==> config.mk <==
export PLATFORM = sky130hd
export DESIGN_NAME = buffer_ctrl
export DESIGN_NICKNAME = d
export VERILOG_FILES = /design/src/rtl/buffer_ctrl_pkg.sv /design/src/rtl/buffer_ctrl_sat_counter.sv /design/src/rtl/buffer_ctrl.sv
export SDC_FILE = /design/constraint.sdc
export NUM_CORES = 1
export LEC_CHECK = 0
export CORE_AREA = 5 5 42 44
export DETAILED_ROUTE_END_ITERATION = 7
export DIE_AREA = 0 0 47 49
export HOLD_SLACK_MARGIN = 0.12
export PLACE_DENSITY = 0.72
export SYNTH_ARGS = -nofsm -noshare
export SYNTH_HDL_FRONTEND = slang
export SYNTH_SLANG_ARGS = --single-unit
==> constraint.sdc <==
create_clock -name clk -period 2.1 [get_ports clk]
set_input_delay 0.315 -clock clk [delete_from_list [all_inputs] [get_ports clk]]
set_output_delay 0.315 -clock clk [all_outputs]
set_load 0.05 [all_outputs]
==> src/rtl/buffer_ctrl_pkg.sv <==
// Shared types and helpers for the convolution operand buffer sequencer.
package buffer_pkg;

    typedef enum logic [1:0] {
        IDLE  = 2'd0,
        RUN   = 2'd1,
        DRAIN = 2'd2,
        DONE  = 2'd3
    } state_e;

    localparam int SAT_CNT_W = 16;

    function automatic int calc_chunks(input int data_of_set, input int num_of_mul);
        return data_of_set / num_of_mul;
    endfunction

endpackage

==> src/rtl/buffer_ctrl_sat_counter.sv <==
// Saturating event counter: synchronous clear wins over increment, holds at all-ones.
module sat_counter
    import buffer_pkg::*;
#(
    parameter int WIDTH = SAT_CNT_W
) (
    input  logic             clk,
    input  logic             rst,
    input  logic             clr,
    input  logic             inc,
    output logic [WIDTH-1:0] cnt
);

    logic [WIDTH-1:0] cnt_q;
    logic [WIDTH-1:0] cnt_d;

    always_comb begin
        cnt_d = cnt_q;
        if (clr) begin
            cnt_d = '0;
        end else if (inc && (cnt_q != '1)) begin
            cnt_d = cnt_q + 1'b1;
        end
    end

    always_ff @(posedge clk) begin
        if (rst) begin
            cnt_q <= '0;
        end else begin
            cnt_q <= cnt_d;
        end
    end

    assign cnt = cnt_q;

endmodule

==> src/rtl/buffer_ctrl.sv <==
// Operand buffer sequencer: admits whole sets, drains NUM_OF_MUL-wide chunks, flags job done.
// Define BUFFER_CTRL_PERF_EN to add the stall/starve performance counters.
module buffer_ctrl
    import buffer_pkg::*;
#(
    parameter int DATA_OF_SET = 128,
    parameter int NUM_OF_MUL  = 16,
    parameter int NUM_OF_SET  = 1,
    parameter int CNT_WIDTH   = SAT_CNT_W
) (
    input  logic clk,
    input  logic rst,
    input  logic start,
    input  logic in_valid,
    output logic in_ready,
    output logic buf_wen,
    output logic buf_ren,
    input  logic buf_full,
    input  logic buf_empty,
    output logic mul_valid,
    input  logic mul_ready,
    output logic mul_last,
    output logic busy,
    output logic done
`ifdef BUFFER_CTRL_PERF_EN
    ,
    output logic [CNT_WIDTH-1:0] stall_in_cnt,
    output logic [CNT_WIDTH-1:0] stall_mul_cnt,
    output logic [CNT_WIDTH-1:0] starve_cnt
`endif
);

    localparam int CHUNKS  = calc_chunks(DATA_OF_SET, NUM_OF_MUL);
    localparam int CHUNK_W = $clog2(CHUNKS - 1) + 1;
    localparam int SET_W   = $clog2(NUM_OF_SET) + 1;

    if ((DATA_OF_SET % NUM_OF_MUL) != 0 || NUM_OF_SET < 1 || CNT_WIDTH < 1) begin : g_bad_cfg
        $error("buffer_ctrl: illegal parameter combination");
    end

    state_e             state_q, state_d;
    logic [CHUNK_W-1:0] chunk_cnt_q, chunk_cnt_d;
    logic [SET_W-1:0]   sets_wr_q, sets_wr_d;
    logic [SET_W-1:0]   sets_rd_q, sets_rd_d;
    logic               mul_valid_q, mul_valid_d;

    logic             start_acc;
    logic             mul_hs;
    logic             active;
    logic [SET_W-1:0] sets_wr_inc;

    assign active      = (state_q == RUN) || (state_q == DRAIN);
    assign start_acc   = (state_q == IDLE) && start;
    assign in_ready    = (state_q == RUN) && !buf_full;
    assign buf_wen     = in_valid && in_ready;
    assign buf_ren     = active && !buf_empty && (!mul_valid_q || mul_ready)
                         && (sets_rd_q < SET_W'(NUM_OF_SET));
    assign mul_valid   = mul_valid_q;
    assign mul_last    = mul_valid_q && (chunk_cnt_q == CHUNK_W'(CHUNKS - 1));
    assign mul_hs      = mul_valid_q && mul_ready;
    assign busy        = (state_q != IDLE);
    assign done        = (state_q == DONE);
    assign sets_wr_inc = sets_wr_q + SET_W'(1);

    always_comb begin
        state_d     = state_q;
        chunk_cnt_d = chunk_cnt_q;
        sets_wr_d   = sets_wr_q;
        sets_rd_d   = sets_rd_q;
        mul_valid_d = mul_valid_q;

        if (buf_wen) begin
            sets_wr_d = sets_wr_inc;
        end
        if (mul_hs) begin
            if (mul_last) begin
                chunk_cnt_d = '0;
                sets_rd_d   = sets_rd_q + SET_W'(1);
            end else begin
                chunk_cnt_d = chunk_cnt_q + CHUNK_W'(1);
            end
        end
        // A fresh read refills the output register even as the current chunk leaves.
        if (buf_ren) begin
            mul_valid_d = 1'b1;
        end else if (mul_hs) begin
            mul_valid_d = 1'b0;
        end

        case (state_q)
            IDLE: begin
                if (start) begin
                    state_d     = RUN;
                    chunk_cnt_d = '0;
                    sets_wr_d   = '0;
                    sets_rd_d   = '0;
                    mul_valid_d = 1'b0;
                end
            end
            RUN: begin
                if (buf_wen && (sets_wr_inc == SET_W'(NUM_OF_SET))) begin
                    state_d = DRAIN;
                end
            end
            DRAIN: begin
                if (mul_hs && mul_last && (sets_rd_q == SET_W'(NUM_OF_SET - 1))) begin
                    state_d = DONE;
                end
            end
            default: begin
                state_d = IDLE;
            end
        endcase
    end

    always_ff @(posedge clk) begin
        if (rst) begin
            state_q     <= IDLE;
            chunk_cnt_q <= '0;
            sets_wr_q   <= '0;
            sets_rd_q   <= '0;
            mul_valid_q <= 1'b0;
        end else begin
            state_q     <= state_d;
            chunk_cnt_q <= chunk_cnt_d;
            sets_wr_q   <= sets_wr_d;
            sets_rd_q   <= sets_rd_d;
            mul_valid_q <= mul_valid_d;
        end
    end

`ifdef BUFFER_CTRL_PERF_EN
    sat_counter #(.WIDTH(CNT_WIDTH)) u_stall_in (
        .clk (clk),
        .rst (rst),
        .clr (start_acc),
        .inc ((state_q == RUN) && in_valid && buf_full),
        .cnt (stall_in_cnt)
    );

    sat_counter #(.WIDTH(CNT_WIDTH)) u_stall_mul (
        .clk (clk),
        .rst (rst),
        .clr (start_acc),
        .inc (mul_valid_q && !mul_ready),
        .cnt (stall_mul_cnt)
    );

    sat_counter #(.WIDTH(CNT_WIDTH)) u_starve (
        .clk (clk),
        .rst (rst),
        .clr (start_acc),
        .inc (active && buf_empty && !mul_valid_q),
        .cnt (starve_cnt)
    );
`else
    logic unused_start_acc;
    assign unused_start_acc = start_acc;
`endif

endmodule

==> out/summary.txt <==
root buf cell: clkbuf_4
clock latency on the worst-skew pair: 0.26 ns
Yosys cell types: 22
routing usage on met2: 0.172
Int Power: 0.498 mW
die span in x: 47 um
switching power: 0.355 mW
post-layout util: 0.542
power per cell area: 1120 nW/um^2
clock network fraction of total power: 0.159
Gate Count Post-Synth: 59
Slew Viols, Final: 0
EDFF count, synth: 0
DRT Pass-1 Iters: 4
Tcrit/Tclk final: 0.939
Area growth, synth to finish: 43.5%
final wirelength: 1080 um
number of vias per cell: 4.98
Worst Path Class, Setup: reg2out
pin count of the biggest net entering global routing: 8
top cell type's share of synthesized area: 0.340
M1 GR Usage: 0.126
syn_area_per_cell: 8.97 um^2
critical-path maximum fanout: 4
Final setup viols: 0
Leak Pwr: 0.315 nW
Clock Skew: 0.00745 ns
routed len/inst: 11.6 um
Pwr Total: 0.853 mW
fin crit period: 1.97 ns
Synth Warn #: 0
starting density of the core: 0.378
Flop pwr share: 0.259
predominant post-synthesis flop cell: dfxtp_1
IO buf count: 13
WP data required: 1.78 ns
crit-path cells: inv_1 > ha_1 > or3b_4 > nor2b_4 > buf_12
unrepaired setup endpoints after global routing: false
total grt overflow: 0
CP delay by family, top: simple AND/OR/NAND/NOR gates
vias in the first global route: 465
Post-synth ARST share: 0
max-cap violations: 0
Seq/Total Area, Yosys: 0.340
IO Pins: 14
die area: 2300 um^2
top cells by count, synth: dfxtp_1, ha_1, nand2_1, a21oi_1, inv_1
Mapped Area: 529 um^2
clk buf depth: 2
post-synthesis net count: 73
total clock buffers created by CTS: 3
CP arrival: 1.66 ns
hpwl dp: 846 um
CTS tree: done
run status: finished, final reports clean
Crit-path slowest cell: or3b_4
ratio of cells with drive above 1 in the final layout: 0.234
diodes inserted: 0
Worst Tran Pin Value: 0.493 ns
maximum vdd drop: 0.554 mV
first-pass GRT wire length: 1900 um
Sink Count: 9
Largest stage delay, worst path: 0.40 ns
count leader, synth: dfxtp_1
Antenna Nets Post-Route: 0
gr usage total: 0.114
H-tree depth: 1
CP startpoint kind: flop
final hold slack: 0.483 ns
CP endpoint kind: output port
synth top area cells: dfxtp_1, ha_1, nand2_1, a21oi_1, nor2b_1
Yosys top cell by area: dfxtp_1
chip height: 49 um
Seq cells post-synth: 9
WP buf/inv: 2
initial antenna violation count: 0
num rows: 14
Sum Neg Setup Slack: 0 ns
CTS clk-pin slew, worst paths: 0.06 ns
HP Class: reg2reg
GP Congestion: 0.814
Slew headroom: 0.670
Final nets: 92
area of the core: 1400 um^2
Fmax achieved: 0.507 GHz
fraction of power spent switching nets: 0.417
vias post-DR: 463
Iteration-0 DRC Markers: 2
met3 Usage GRT: 0.0480
Post-route DRC: 0
final hold viol count: 0
combinational share of power: 0.582
Top Usage Layer GRT: met2
per-layer routing:
metal	share of wire	routed length [um]
met3	0.095	102
met2	0.47	507
met5	0	0
met4	0	0
met1	0.43	469
final timing paths:
kind                           start                       to  slack, ns  cells past startpoint
min reg2reg  state_q[1]$_SDFFE_PP0P_  state_q[1]$_SDFFE_PP0P_       0.48                      2
max          state_q[1]$_SDFFE_PP0P_                  buf_ren       0.13                      5
max reg2reg  state_q[0]$_SDFFE_PP0P_  state_q[1]$_SDFFE_PP0P_       0.29                      8
min          state_q[1]$_SDFFE_PP0P_  state_q[1]$_SDFFE_PP0P_       0.48                      2
per-stage QoR:
step	std cells	cell area, um^2	setup WS, ns
after global placement	88	716	0.175
final	93	759	0.129
after detailed placement	88	716	0.115
after CTS	93	752	0.00159
after global routing	93	759	0.0604
after floorplan	59	541	-0.00130
cells by family after synthesis:
logic type / Yosys count / share of synthesized area
AOI/OAI and AO/OA: 10 / 0.128
adders and majority gates: 7 / 0.165
DFF: 9 / 0.340
buffers and inverters: 5 / 0.0355
xor gates and xnor gates: 1 / 0.0166
and+or+nand+nor: 26 / 0.296
muxes: 1 / 0.0189
area by class of cell:
type                    count  area, um^2
clock buffers               4        26.3
multi-input cells          45         349
fillers                   142         642
inverters                   5        18.8
well taps                  16        20.0
repair buffers             14         163
flip-flops and latches      9         183
state kept, by name (all words and copies together), names as in the netlist:
register	cells
sets_rd_q	1
mul_valid	1
state_q	2
sets_wr_q	1
chunk_cnt_q	4
cell usage in the layout (no fill, tap or decap), drive strengths merged:
cell | Yosys | final
dfxtp | 9 | 9
clkdlybuf4s50 | 0 | 8
nand2 | 7 | 7
ha | 7 | 7
buf | 0 | 6
inv | 5 | 5
a21oi | 5 | 5
clkbuf | 0 | 4
nor2b | 4 | 4
nand3 | 3 | 3
or3 | 2 | 2
nor2 | 2 | 2
o21ai | 2 | 2
or3b | 2 | 2
and4b | 1 | 1
nand2b | 1 | 1
and2 | 1 | 1
nand3b | 1 | 1
nand4bb | 1 | 1
a21boi | 1 | 1
a2111oi | 1 | 1
o211a | 1 | 1
xor2 | 1 | 1
mux2i | 1 | 1
or4 | 1 | 1
power by group through the flow:
stage | combinational [mW] | sequential, mW | clock (mW)
floorplan | 0.306 | 0.233 | 0
global placement | 0.463 | 0.226 | 0
detailed placement | 0.467 | 0.227 | 0
CTS | 0.486 | 0.221 | 0.142
global route | 0.531 | 0.226 | 0.148
finish | 0.496 | 0.221 | 0.136
worst min-delay path: cells and delay by family (launching register included):
family / cells / cell delay, ns
DFF: 1 / 0.34
and+or+nand+nor: 1 / 0.05
muxes: 1 / 0.05
repair_timing:
item                       in CTS  in global routing
resized for setup               2                  2
setup endpoints to repair       1                  1
hold buffers                    0                  0
setup buffers                   1                  0
Note: power is estimated with default switching activity, not from simulation.
